===== config.mk =====
export PLATFORM = sky130hd
export DESIGN_NAME = gesture_frame_sequencer
export DESIGN_NICKNAME = d
export VERILOG_FILES = /design/src/rtl/gesture_frame_sequencer.sv
export SDC_FILE = /design/constraint.sdc
export NUM_CORES = 1
export LEC_CHECK = 0
export BUFFER_PORTS_ARGS = -buffer_cell sky130_fd_sc_hd__buf_2
export CORE_ASPECT_RATIO = 0.7
export CORE_MARGIN = 2
export CORE_UTILIZATION = 54
export CTS_BUF_LIST = sky130_fd_sc_hd__clkbuf_4 sky130_fd_sc_hd__clkbuf_8 sky130_fd_sc_hd__clkbuf_16
export DETAILED_ROUTE_END_ITERATION = 10
export GPL_TIMING_DRIVEN = 0
export MAX_ROUTING_LAYER = met4
export PLACE_DENSITY = 0.85
export SLEW_MARGIN = 25
export SYNTH_ARGS = -nofsm -noshare
export SYNTH_HDL_FRONTEND = slang
export SYNTH_SLANG_ARGS = --single-unit

===== constraint.sdc =====
create_clock -name vga_clk -period 4.4 [get_ports vga_clk]
set_clock_uncertainty 0.2 [all_clocks]
set_input_delay 0.22 -clock vga_clk [delete_from_list [all_inputs] [get_ports vga_clk]]
set_output_delay 0.22 -clock vga_clk [all_outputs]
set_load 0.03 [all_outputs]

===== src/rtl/gesture_frame_sequencer.sv =====
// Frame scheduler for the finger-counting datapath: bbox latch,
// edge-buffer clear sweep, per-frame phase enables, count debounce.
module gesture_frame_sequencer #(
  parameter int H_LAST      = 639,
  parameter int V_LAST      = 479,
  parameter int V_ACTIVE    = 480,
  parameter int MAX_FINGERS = 5,
  parameter int STABLE_N    = 2
) (
  input  logic       vga_clk,
  input  logic       rst_n,
  input  logic       enable,
  input  logic [9:0] pixel_x,
  input  logic [9:0] pixel_y,
  input  logic [9:0] bbox_left,
  input  logic [9:0] bbox_right,
  input  logic [9:0] bbox_top,
  input  logic [9:0] bbox_bottom,
  input  logic [3:0] finger_tmp,
  output logic [9:0] left_q,
  output logic [9:0] right_q,
  output logic [9:0] top_q,
  output logic [9:0] bottom_q,
  output logic       phase_bbox,
  output logic       phase_build,
  output logic       phase_count,
  output logic       count_clr,
  output logic       buf_clr_we,
  output logic [8:0] buf_clr_addr,
  output logic [3:0] finger_number,
  output logic       result_valid,
  output logic       frame_err,
  output logic [2:0] state_dbg
);

  typedef enum logic [2:0] {
    IDLE    = 3'd0,
    BBOX    = 3'd1,
    CLEAR   = 3'd2,
    WAIT_B  = 3'd3,
    BUILD   = 3'd4,
    COUNT   = 3'd5,
    PUBLISH = 3'd6
  } state_t;

  localparam logic [9:0] HL = 10'(H_LAST);
  localparam logic [9:0] VL = 10'(V_LAST);
  localparam logic [8:0] CL = 9'(V_ACTIVE - 1);
  localparam logic [3:0] MF = 4'(MAX_FINGERS);
  localparam logic [2:0] SN = 3'(STABLE_N);

  state_t     state_q, state_d;
  logic [9:0] left_d, right_d, top_d, bottom_d;
  logic [8:0] addr_q, addr_d;
  logic [3:0] sample_q, sample_d;
  logic [3:0] cand_q, cand_d;
  logic [2:0] match_q, match_d;
  logic [3:0] fnum_q, fnum_d;
  logic       rv_q, rv_d;
  logic       err_q, err_d;
  logic       pbb_q, pbb_d;
  logic       pbu_q, pbu_d;
  logic       pco_q, pco_d;
  logic       ccl_q, ccl_d;
  logic       we_q, we_d;
  logic       sof, eof, bbox_ok;

  assign sof = (pixel_x == 10'd0) && (pixel_y == 10'd0);
  assign eof = (pixel_x == HL) && (pixel_y == VL);

  assign bbox_ok = (bbox_left < bbox_right)
                && (bbox_top < bbox_bottom)
                && (bbox_bottom <= VL);

  always_comb begin
    state_d  = state_q;
    left_d   = left_q;
    right_d  = right_q;
    top_d    = top_q;
    bottom_d = bottom_q;
    addr_d   = addr_q;
    sample_d = sample_q;
    cand_d   = cand_q;
    match_d  = match_q;
    fnum_d   = fnum_q;
    rv_d     = 1'b0;
    err_d    = 1'b0;

    if (state_q != IDLE && !enable) begin
      // Abandon the frame; debounce history is kept.
      state_d = IDLE;
      addr_d  = 9'd0;
    end else begin
      unique case (state_q)
        IDLE: begin
          if (enable && sof)
            state_d = BBOX;
        end
        BBOX: begin
          if (eof) begin
            left_d   = bbox_left;
            right_d  = bbox_right;
            top_d    = bbox_top;
            bottom_d = bbox_bottom;
            if (bbox_ok) begin
              state_d = CLEAR;
              addr_d  = 9'd0;
            end else begin
              err_d = 1'b1;
            end
          end
        end
        CLEAR: begin
          if (addr_q == CL) begin
            state_d = WAIT_B;
            addr_d  = 9'd0;
          end else begin
            addr_d = addr_q + 9'd1;
          end
        end
        WAIT_B: begin
          if (sof)
            state_d = BUILD;
        end
        BUILD: begin
          if (eof)
            state_d = COUNT;
        end
        COUNT: begin
          if (eof) begin
            sample_d = finger_tmp;
            state_d  = PUBLISH;
          end
        end
        PUBLISH: begin
          state_d = BBOX;
          if (sample_q > MF) begin
            err_d = 1'b1;
          end else if (sample_q == cand_q) begin
            // Saturated run publishes only once.
            if (match_q != SN) begin
              match_d = match_q + 3'd1;
              if (match_q + 3'd1 == SN) begin
                fnum_d = sample_q;
                rv_d   = 1'b1;
              end
            end
          end else begin
            cand_d  = sample_q;
            match_d = 3'd1;
            if (SN == 3'd1) begin
              fnum_d = sample_q;
              rv_d   = 1'b1;
            end
          end
        end
        default: begin
          state_d = IDLE;
        end
      endcase
    end

    pbb_d = (state_d == BBOX);
    pbu_d = (state_d == BUILD);
    pco_d = (state_d == COUNT);
    ccl_d = (state_d == BUILD);
    we_d  = (state_d == CLEAR);
  end

  always_ff @(posedge vga_clk or negedge rst_n) begin
    if (!rst_n) begin
      state_q  <= IDLE;
      left_q   <= 10'd0;
      right_q  <= 10'd0;
      top_q    <= 10'd0;
      bottom_q <= 10'd0;
      addr_q   <= 9'd0;
      sample_q <= 4'd0;
      cand_q   <= 4'd0;
      match_q  <= 3'd0;
      fnum_q   <= 4'd0;
      rv_q     <= 1'b0;
      err_q    <= 1'b0;
      pbb_q    <= 1'b0;
      pbu_q    <= 1'b0;
      pco_q    <= 1'b0;
      ccl_q    <= 1'b0;
      we_q     <= 1'b0;
    end else begin
      state_q  <= state_d;
      left_q   <= left_d;
      right_q  <= right_d;
      top_q    <= top_d;
      bottom_q <= bottom_d;
      addr_q   <= addr_d;
      sample_q <= sample_d;
      cand_q   <= cand_d;
      match_q  <= match_d;
      fnum_q   <= fnum_d;
      rv_q     <= rv_d;
      err_q    <= err_d;
      pbb_q    <= pbb_d;
      pbu_q    <= pbu_d;
      pco_q    <= pco_d;
      ccl_q    <= ccl_d;
      we_q     <= we_d;
    end
  end

  assign phase_bbox    = pbb_q;
  assign phase_build   = pbu_q;
  assign phase_count   = pco_q;
  assign count_clr     = ccl_q;
  assign buf_clr_we    = we_q;
  assign buf_clr_addr  = addr_q;
  assign finger_number = fnum_q;
  assign result_valid  = rv_q;
  assign frame_err     = err_q;
  assign state_dbg     = state_q;

endmodule


==> out/results.txt, run 1 <==
outcome = finished, final reports clean
crit share post-route = 65.99%
CP Cell Sequence = dlygate4sd3_1 -> buf_2 -> inv_1 -> ha_1 -> nand4_1 -> o221a_2 -> o32ai_1 -> o32a_1 -> buf_2 -> a22o_1
final hold violations = 0
delay-heaviest family, CP = compound AO/OA/AOI/OAI gates
register bit total from synthesis = 73
antenna cells = 0
maximum clock insertion buffer count = 2
Routed met2 length = 5151 um
TritonCTS buffer count = 9
# IOs = 130
Root Buffer = clkbuf_8
Final min period = 2.903 ns
fillers = 448
multiplexer share of the synthesized area = 9.893%
Post-route DRC = 0
Rows = 25
Slew headroom = 47.55%
DIE HEIGHT = 73.66 um
starting density of the core = 55.67%
f_max = 0.3444 GHz
Worst EP required = 4.49 ns
sequential area share after synthesis = 48.80%
slew at the pin closest to its max-slew limit = 0.7843 ns
M1 WL = 4339 um
Pleak = 2.799 nW
CP Class = in2reg
final wirelength = 10,300 um
RSZ-0062 raised after global routing = no
Post-CTS Setup Inserts = 0
Final TNS setup = 0 ns
Post-CTS Resized = 0
Avg WL per Cell = 16.06 um
clock latency on the worst-skew pair = 0.34 ns
largest family of logic cells by synthesized area = simple AND/OR/NAND/NOR gates
Slowest cell on crit path = o32ai_1
simple-gate share of the synthesized area = 16.28%
Placer Congestion = 0.8847
Port Buffers = 129
Yosys Warn Count = 0
DR pass1 iterations = 4
TritonCTS clock tree = yes
Mapped Area = 3744 um^2
DR vias = 3,541
top sig layer = met4
Post-Synth XOR/XNOR Area = 1.638%
Final HPWL DP = 6965 um
cell count after synthesis = 357
Worst Path Max Fanout = 9
DRT antenna net count = 0
metal3 WL = 607 um
placed insts = 581
Starting DRT DRC Count = 242
number of clock sinks = 73
DIE AREA = 7625 um^2
power per cell area = 314.2 nW/um^2
overall die width = 103.5 um
Reg clk slew, reported paths = 0.08 ns
number of flops mapped to enable cells by yosys = 0
Arr. time, crit path = 2.99 ns
H-tree depth = 3
critical path startpoint category = primary input
GRT Util Overall = 29.45%
ys async rst share = 100.0%
Final #Nets = 631
final std cells w/o fill = 641
most common cell after layout, fill and taps aside = buf_2
total gr overflow = 0
cell area after layout = 5254 um^2
first-pass GRT wire length = 16,900 um
largest net degree at the start of global routing = 47
Max Cap Viol = 0
Worst Path Buf+Inv = 4
Mean Syn Cell Area = 10.49 um^2
setup violators final = 0
most frequent cells in the layout = 129 x buf_2, 73 x dfrtp_1, 44 x dlygate4sd3_1, 39 x nand2_1, 32 x mux2_2
syn_nets = 446
crit end category = flop
Synth cell types = 55
vias in the first global route = 3,542
post-synthesis compound-gate area fraction = 12.40%
Adder-Cell Fraction of Synth Area = 7.353%
Core Area = 6725 um^2
Worst path most repeated cell = buf_2
initial antenna violation count = 0
Worst path max stage delay = 0.71 ns
placed cell areas = 4537 um^2
share of layout cells above drive strength 1 = 34.55%
Worst VDD drop = 0.2202 mV
Primary FF master, synth = dfrtp_1
Worst Hold Class = in2reg
Area Growth Syn to Fin = 40.34%
fin. max-slew vios = 0
via-per-instance ratio = 5.524
[routing by layer]
metal	global-route usage [%]	vias up
li1	-	1656
met1	34.49	1719
met2	50.77	142
met3	6.211	24
met4	12.16	0
met5	-	-
[path summary, 6_finish.rpt]
kind,startpoint,endpoint,slack [ns],cells after the start
min,bbox_bottom[5],bottom_q[5],0.03,3
max,bbox_right[5],buf_clr_addr[1],1.50,10
min in group asynchronous,rst_n,buf_clr_addr[5],0.14,2
max in group asynchronous,rst_n,bottom_q[2],3.30,3
max reg2reg,buf_clr_addr[0],phase_bbox,1.67,7
min reg2reg,right_q[1],right_q[1],0.28,2
[worst reg2reg max path: cells and delay by family (launching register included)]
family / cells / cell delay [ns]
compound gates: 4 / 1.31
flops: 1 / 0.44
simple gates: 2 / 0.37
fa+ha+maj: 1 / 0.26
[per-stage QoR]
step	setup slack, ns	power, mW	hold slack (ns)	util, %
2_1_floorplan	1.838	0.8221	-0.2756	-
3_3_place_gp	1.752	0.9033	0.2536	67.01
3_5_place_dp	1.730	0.9145	-0.02281	67.46
4_1_cts	1.542	1.656	0.01342	78.12
5_1_grt	1.318	1.712	0.02270	78.12
6_report	1.497	1.651	0.02730	78.12
[cell usage after synthesis (2+ instances only)]
library cell | count | area (um^2)
or4_1 | 4 | 30.03
nor3b_1 | 4 | 30.03
o221a_2 | 2 | 22.52
xnor2_1 | 7 | 61.31
inv_1 | 22 | 82.58
dfrtp_1 | 73 | 1827
a22oi_1 | 2 | 15.01
nand3_1 | 9 | 45.04
nand3b_1 | 2 | 15.01
nand2_1 | 39 | 146.4
nand4_1 | 13 | 81.33
nor2_1 | 15 | 56.30
ha_1 | 22 | 275.3
a22o_1 | 2 | 17.52
and3_1 | 3 | 18.77
nor2b_1 | 6 | 37.54
a211o_1 | 4 | 35.03
clkbuf_1 | 8 | 30.03
buf_1 | 3 | 11.26
nand2b_1 | 4 | 25.02
mux2_2 | 32 | 360.4
nor3_1 | 10 | 50.05
o21ai_0 | 25 | 125.1
a21o_1 | 3 | 22.52
a21oi_1 | 13 | 65.06
[flip-flops by register name, summed over array words and instances, names as in the netlist]
name	count
bottom_q	10
left_q	10
right_q	10
top_q	10
buf_clr_addr	9
cand_q	4
finger_number	4
sample_q	4
match_q	3
state_dbg	3
buf_clr_we	1
count_clr	1
frame_err	1
phase_bbox	1
phase_count	1
result_valid	1
[power breakdown]
part           total, mW  internal [mW]  switching, mW
combinational      0.255          0.111          0.144
clock              0.713          0.464          0.249
sequential         0.683          0.679        0.00439
total               1.65           1.25          0.397
[repair_timing]
action	in CTS	in global routing
hold endpoints to repair	116	0
hold buffers	44	0
endpoints found under the setup margin	0	0
[area by class of cell]
cell class                      instances  area (um^2)  area share, %
Sequential cell                        73         1827          34.77
Clock buffer                           11        151.4          2.882
Buffer                                 13        53.80          1.024
Clock inverter                          5        125.1          2.382
Multi-Input combinational cell        249         1780          33.89
Tap cell                               94        117.6          2.239
Inverter                               22        82.58          1.572
Timing Repair Buffer                  174         1116          21.24
[cells by family (layout without fill, tap and decap cells)]
kind of cell,Yosys count,count (layout)
compound gates,69,69
xor+xnor,7,7
fa+ha+maj,22,22
buf+inv,35,225
flops,73,73
mux,33,33
simple gates,118,118
Power figures use the tool's default switching activity.
==> run 2: changes to the inputs <==
--- a/config.mk
+++ b/config.mk
@@ -8,12 +8,12 @@
 export BUFFER_PORTS_ARGS = -buffer_cell sky130_fd_sc_hd__buf_2
 export CORE_ASPECT_RATIO = 0.7
 export CORE_MARGIN = 2
-export CORE_UTILIZATION = 54
+export CORE_UTILIZATION = 50
 export CTS_BUF_LIST = sky130_fd_sc_hd__clkbuf_4 sky130_fd_sc_hd__clkbuf_8 sky130_fd_sc_hd__clkbuf_16
 export DETAILED_ROUTE_END_ITERATION = 10
 export GPL_TIMING_DRIVEN = 0
 export MAX_ROUTING_LAYER = met4
-export PLACE_DENSITY = 0.85
+export PLACE_DENSITY = 0.8
 export SLEW_MARGIN = 25
 export SYNTH_ARGS = -nofsm -noshare
 export SYNTH_HDL_FRONTEND = slang
==> constraint.sdc (replaced) <==
create_clock -name vga_clk -period 2.85 [get_ports vga_clk]
set_clock_uncertainty 0.2 [all_clocks]
set_input_delay 0.1425 -clock vga_clk [delete_from_list [all_inputs] [get_ports vga_clk]]
set_output_delay 0.1425 -clock vga_clk [all_outputs]
set_load 0.03 [all_outputs]
==> run 2 against run 1 <==
Effect of this change:
- critical path depth grew 1
- power rose by 35%
- die area increased by 7.6%
- clock power increased by 9.3%
- non-clock buffer count increased by 1
- final cell count up 0.47%
==> out/results.txt, run 2 (same netlist as run 1, synthesis figures left out) <==
Switching Share = 27.50%
Worst Hold Class = in2async
maximum clock insertion buffer count = 2
largest net degree at the start of global routing = 49
f_max = 0.3592 GHz
Port Buffers = 129
Placement Setup Slack = 0.1928 ns
Worst Path Max Fanout = 9
slew at the pin closest to its max-slew limit = 0.6189 ns
Slowest cell on crit path = dlygate4sd3_1
outcome = finished, final reports clean
crit path launch = bbox_right[7]
antenna cells = 0
most frequent cells in the layout = 129 x buf_2, 73 x dfrtp_1, 45 x dlygate4sd3_1, 39 x nand2_1, 32 x mux2_2
DR vias = 3,463
setup violators final = 0
overall die width = 107.4 um
Clk pwr share = 35.0%
Placer Congestion = 0.8687
Area Growth Syn to Fin = 38.44%
fin. max-slew vios = 0
Worst path most repeated cell = buf_2
RSZ-0062 raised after global routing = no
DRT antenna net count = 0
most common cell after layout, fill and taps aside = buf_2
DIE AREA = 8206 um^2
CP Cell Sequence = dlygate4sd3_1 -> buf_2 -> inv_1 -> ha_1 -> a21oi_1 -> o22a_1 -> nand4_1 -> or2_2 -> o32a_1 -> buf_2 -> a211o_1
critical path startpoint category = primary input
DIE HEIGHT = 76.40 um
cell area after layout = 5182 um^2
# IOs = 130
reg-to-reg endpoint = phase_bbox
vias in the first global route = 3,507
Slew headroom = 58.46%
Worst EP required = 2.87 ns
Pleak = 2.752 nW
CP Class = in2reg
TritonCTS clock tree = yes
share of power burned in registers = 47.3%
reg-to-reg critical path startpoint = buf_clr_addr[0]
Worst Setup EP = buf_clr_addr[2]
Starting DRT DRC Count = 165
fillers = 539
initial antenna violation count = 0
Worst Reg-to-Reg Cells = 7
total gr overflow = 0
via-per-instance ratio = 5.377
Max Cap Viol = 0
Reg clk slew, reported paths = 0.07 ns
Post-route DRC = 0
number of clock sinks = 73
Rows = 26
Root Buffer = clkbuf_8
share of layout cells above drive strength 1 = 34.43%
Avg WL per Cell = 15.62 um
Final min period = 2.784 ns
final hold violations = 0
placed cell areas = 4542 um^2
Worst VDD drop = 0.2657 mV
GRT Util Overall = 26.41%
first-pass GRT wire length = 16,640 um
clock latency on the worst-skew pair = 0.33 ns
final worst setup slack = 0.06594 ns
TritonCTS buffer count = 9
final wirelength = 10,060 um
Core Area = 7287 um^2
reg2reg setup slack = 0.15 ns
combinational share of power = 17.7%
P_sw = 0.6123 mW
crit share post-route = 97.69%
power per cell area = 429.6 nW/um^2
Final HPWL DP = 6982 um
Int Power = 1.614 mW
starting density of the core = 51.37%
Final TNS setup = 0 ns
DR pass1 iterations = 4
placed insts = 585
crit end category = flop
Worst path max stage delay = 0.55 ns
Arr. time, crit path = 2.81 ns
Pwr Total = 2.226 mW
final std cells w/o fill = 644
Final #Nets = 632
H-tree depth = 3
## run 2: cell types whose count changed in the layout (fill, tap and decap cells not counted), sizes merged
cell / change
clkinv: +1
clkinvlp: +2
bufinv: -3
clkbuf: -2
dlygate4sd3: +1
## run 2: metrics by stage
stage	util, %	hold WS, ns
6_report	71.12	0.06419
2_1_floorplan	-	-0.3531
4_1_cts	71.02	0.02482
3_3_place_gp	61.92	0.1751
5_1_grt	71.12	0.06126
3_5_place_dp	62.33	-0.1196
## run 2: worst min path at each step
stage	startpoint	to	slack [ns]	cells after the start
floorplan	rst_n	bottom_q[0]	-0.35	0
global placement	finger_tmp[2]	sample_q[2]	0.18	2
detailed placement	rst_n	buf_clr_addr[8]	-0.12	1
CTS	enable	state_dbg[2]	0.02	3
global route	enable	state_dbg[2]	0.06	3
finish	rst_n	buf_clr_addr[8]	0.06	2
## run 2: metal layers
layer  global-route usage [%]  wire, um  vias to the layer above
met3                    6.074       464                       19
li1                         -         -                     1663
met1                    34.41      4608                     1660
met4                    7.051       220                        0
met5                        -         0                        -
met2                    41.96      4764                      121
## run 2: critical path, delay by kind of cell
| kind | cells | cell delay, ns |
|---|---|---|
| simple gates | 2 | 0.48 |
| compound gates | 4 | 0.99 |
| buf+inv | 4 | 0.94 |
| fa+ha+maj | 1 | 0.25 |
## run 2: final cells by class
cell class	instances	area (um^2)	area share, %
flip-flops and latches	73	1827	35.25
multi-input cells	249	1788	34.50
repair buffers	175	1126	21.73
clock buffers	9	123.9	2.390
well taps	98	122.6	2.366
inverters	22	82.58	1.593
clock inverters	5	58.81	1.135
plain buffers	13	53.80	1.038
## run 2: power by group through the flow
stage,registers [mW],logic (mW),clock network [mW]
detailed placement,1.07,0.336,0
global placement,1.08,0.325,0
floorplan,1.10,0.168,0
CTS,1.05,0.386,0.799
finish,1.05,0.393,0.779
global route,1.06,0.433,0.852
## run 2: timing repair
action / in CTS / in global routing
endpoints found under the setup margin: 0 / 10
hold buffers: 45 / 0
resized for setup: 0 / 1
endpoints found under the hold margin: 117 / 0
buffers inserted: 0 / 0
==> run 3: changes to the inputs <==
--- a/config.mk
+++ b/config.mk
@@ -6,7 +6,6 @@
 export NUM_CORES = 1
 export LEC_CHECK = 0
 export BUFFER_PORTS_ARGS = -buffer_cell sky130_fd_sc_hd__buf_2
-export CORE_ASPECT_RATIO = 0.7
 export CORE_MARGIN = 2
 export CORE_UTILIZATION = 50
 export CTS_BUF_LIST = sky130_fd_sc_hd__clkbuf_4 sky130_fd_sc_hd__clkbuf_8 sky130_fd_sc_hd__clkbuf_16
==> run 3 against run 2 <==
Effect of this change:
- wire length about the same
- register-to-register slack better by 0.02 ns
- non-clock buffer count rose by 1
- worst setup slack improved by 0.054 ns
- sequential share of layout area shrank 0.40 points
- clock power up 17%
- die area down 0.13%
- via count is 1.6% higher
- clock-buffer cell count grew 2
- critical path type unchanged
- largest cell class unchanged
==> out/results.txt, run 3 (same netlist as run 1, synthesis figures left out) <==
Root Buffer = clkbuf_8
H-tree depth = 3
fin. max-slew vios = 0
antenna cells = 0
maximum clock insertion buffer count = 2
Rows = 31
most common cell after layout, fill and taps aside = buf_2
top sig layer = met4
Area Growth Syn to Fin = 40.04%
total gr overflow = 0
clock latency on the worst-skew pair = 0.34 ns
Worst Reg-to-Reg Cells = 7
reg2reg setup slack = 0.17 ns
Worst Hold Class = in2async
Core Area = 7253 um^2
CP Class = in2reg
Arr. time, crit path = 2.77 ns
metal3 WL = 622 um
final hold violations = 0
DR vias = 3,520
slew at the pin closest to its max-slew limit = 1.005 ns
DR pass1 iterations = 5
initial antenna violation count = 0
reg-to-reg critical path startpoint = buf_clr_addr[0]
Post-route DRC = 0
DIE AREA = 8196 um^2
RSZ-0062 raised after global routing = no
Final min period = 2.730 ns
f_max = 0.3663 GHz
Final #Nets = 633
worst hold slack = 0.06185 ns
via-per-instance ratio = 5.432
M1 WL = 4204 um
Starting DRT DRC Count = 198
Slew headroom = 32.27%
GRT Util Overall = 25.34%
Final HPWL DP = 6896 um
first-pass GRT wire length = 16,200 um
overall die width = 90.53 um
DIE HEIGHT = 90.53 um
Final TNS setup = 0 ns
share of layout cells above drive strength 1 = 34.61%
DRT antenna net count = 0
reg-to-reg endpoint = phase_bbox
Avg WL per Cell = 15.51 um
setup violators final = 0
starting density of the core = 51.61%
number of clock sinks = 73
largest net degree at the start of global routing = 45
# IOs = 130
power per cell area = 450.4 nW/um^2
Routed met2 length = 4846 um
final wirelength = 10,050 um
Worst EP required = 2.89 ns
TritonCTS clock tree = yes
TritonCTS buffer count = 9
Pleak = 2.786 nW
Worst Path Max Fanout = 9
Placer Congestion = 0.9083
crit end category = flop
most frequent cells in the layout = 129 x buf_2, 73 x dfrtp_1, 46 x dlygate4sd3_1, 39 x nand2_1, 32 x mux2_2
Max Cap Viol = 0
outcome = finished, final reports clean
Worst VDD drop = 0.2890 mV
critical path startpoint category = primary input
vias in the first global route = 3,447
Reg clk slew, reported paths = 0.08 ns
Port Buffers = 129
Final Util = 72.28%
crit share post-route = 95.80%
run 3: changes by cell type in the layout (fill, tap and decap cells not counted), sizes merged:
cell,change
clkbuf,+2
clkinvlp,-1
bufinv,+1
dlygate4sd3,+1
run 3: worst max-delay path by stage:
stage	from	to	slack, ns
after detailed placement	buf_clr_addr[0]	phase_bbox	0.21
after CTS	bbox_left[5]	buf_clr_addr[4]	0.03
after global placement	bbox_right[5]	buf_clr_addr[1]	0.26
final	bbox_bottom[7]	buf_clr_addr[3]	0.12
after floorplan	buf_clr_addr[0]	phase_bbox	0.29
after global routing	bbox_bottom[7]	buf_clr_addr[2]	0.04
run 3: per-stage QoR:
step                      worst slack (ns)  std cells  power (mW)  area (um^2)
after floorplan                     0.2877        357       1.269         3744
after global placement              0.2603        585       1.394         4513
after detailed placement            0.2138        586       1.406         4543
after CTS                          0.02693        648       2.369         5233
after global routing               0.03555        648       2.459         5243
final                               0.1198        648       2.361         5243
run 3: report_power, final:
group | total (mW) | switching (mW) | internal [mW] | leakage, nW
combinational | 0.392 | 0.218 | 0.174 | 1.66
clock | 0.913 | 0.375 | 0.538 | 0.115
sequential | 1.06 | 0.00902 | 1.05 | 1.01
run 3: timing repair:
action	in CTS	in global routing
endpoints found under the hold margin	118	0
buffers inserted	0	0
hold buffers	46	0
setup endpoints to repair	0	10
gates resized for setup	0	2
run 3: layout make-up:
class                           count  area [um^2]
Buffer                             13        53.80
Clock buffer                       11        151.4
Clock inverter                      5        77.57
Fill cell                         531         2011
Inverter                           22        82.58
Multi-Input combinational cell    249         1790
Sequential cell                    73         1827
Tap cell                           99        123.9
Timing Repair Buffer              176         1136
run 3: worst max-delay path, cell delays in order:
cell and delay (ns):
dlygate4sd3_1 0.56, buf_2 0.13, inv_1 0.05, ha_1 0.28, a21oi_1 0.15, o22a_1 0.16, nand4_1 0.18, or2_4 0.30
o32a_1 0.33, buf_2 0.18, a211o_1 0.30
run 3: layer usage:
metal / track usage (%) / vias to the layer above
met1: 31.24 / 1659
met3: 4.090 / 37
met4: 13.59 / 0
met5: - / -
li1: - / 1659
met2: 40.17 / 165
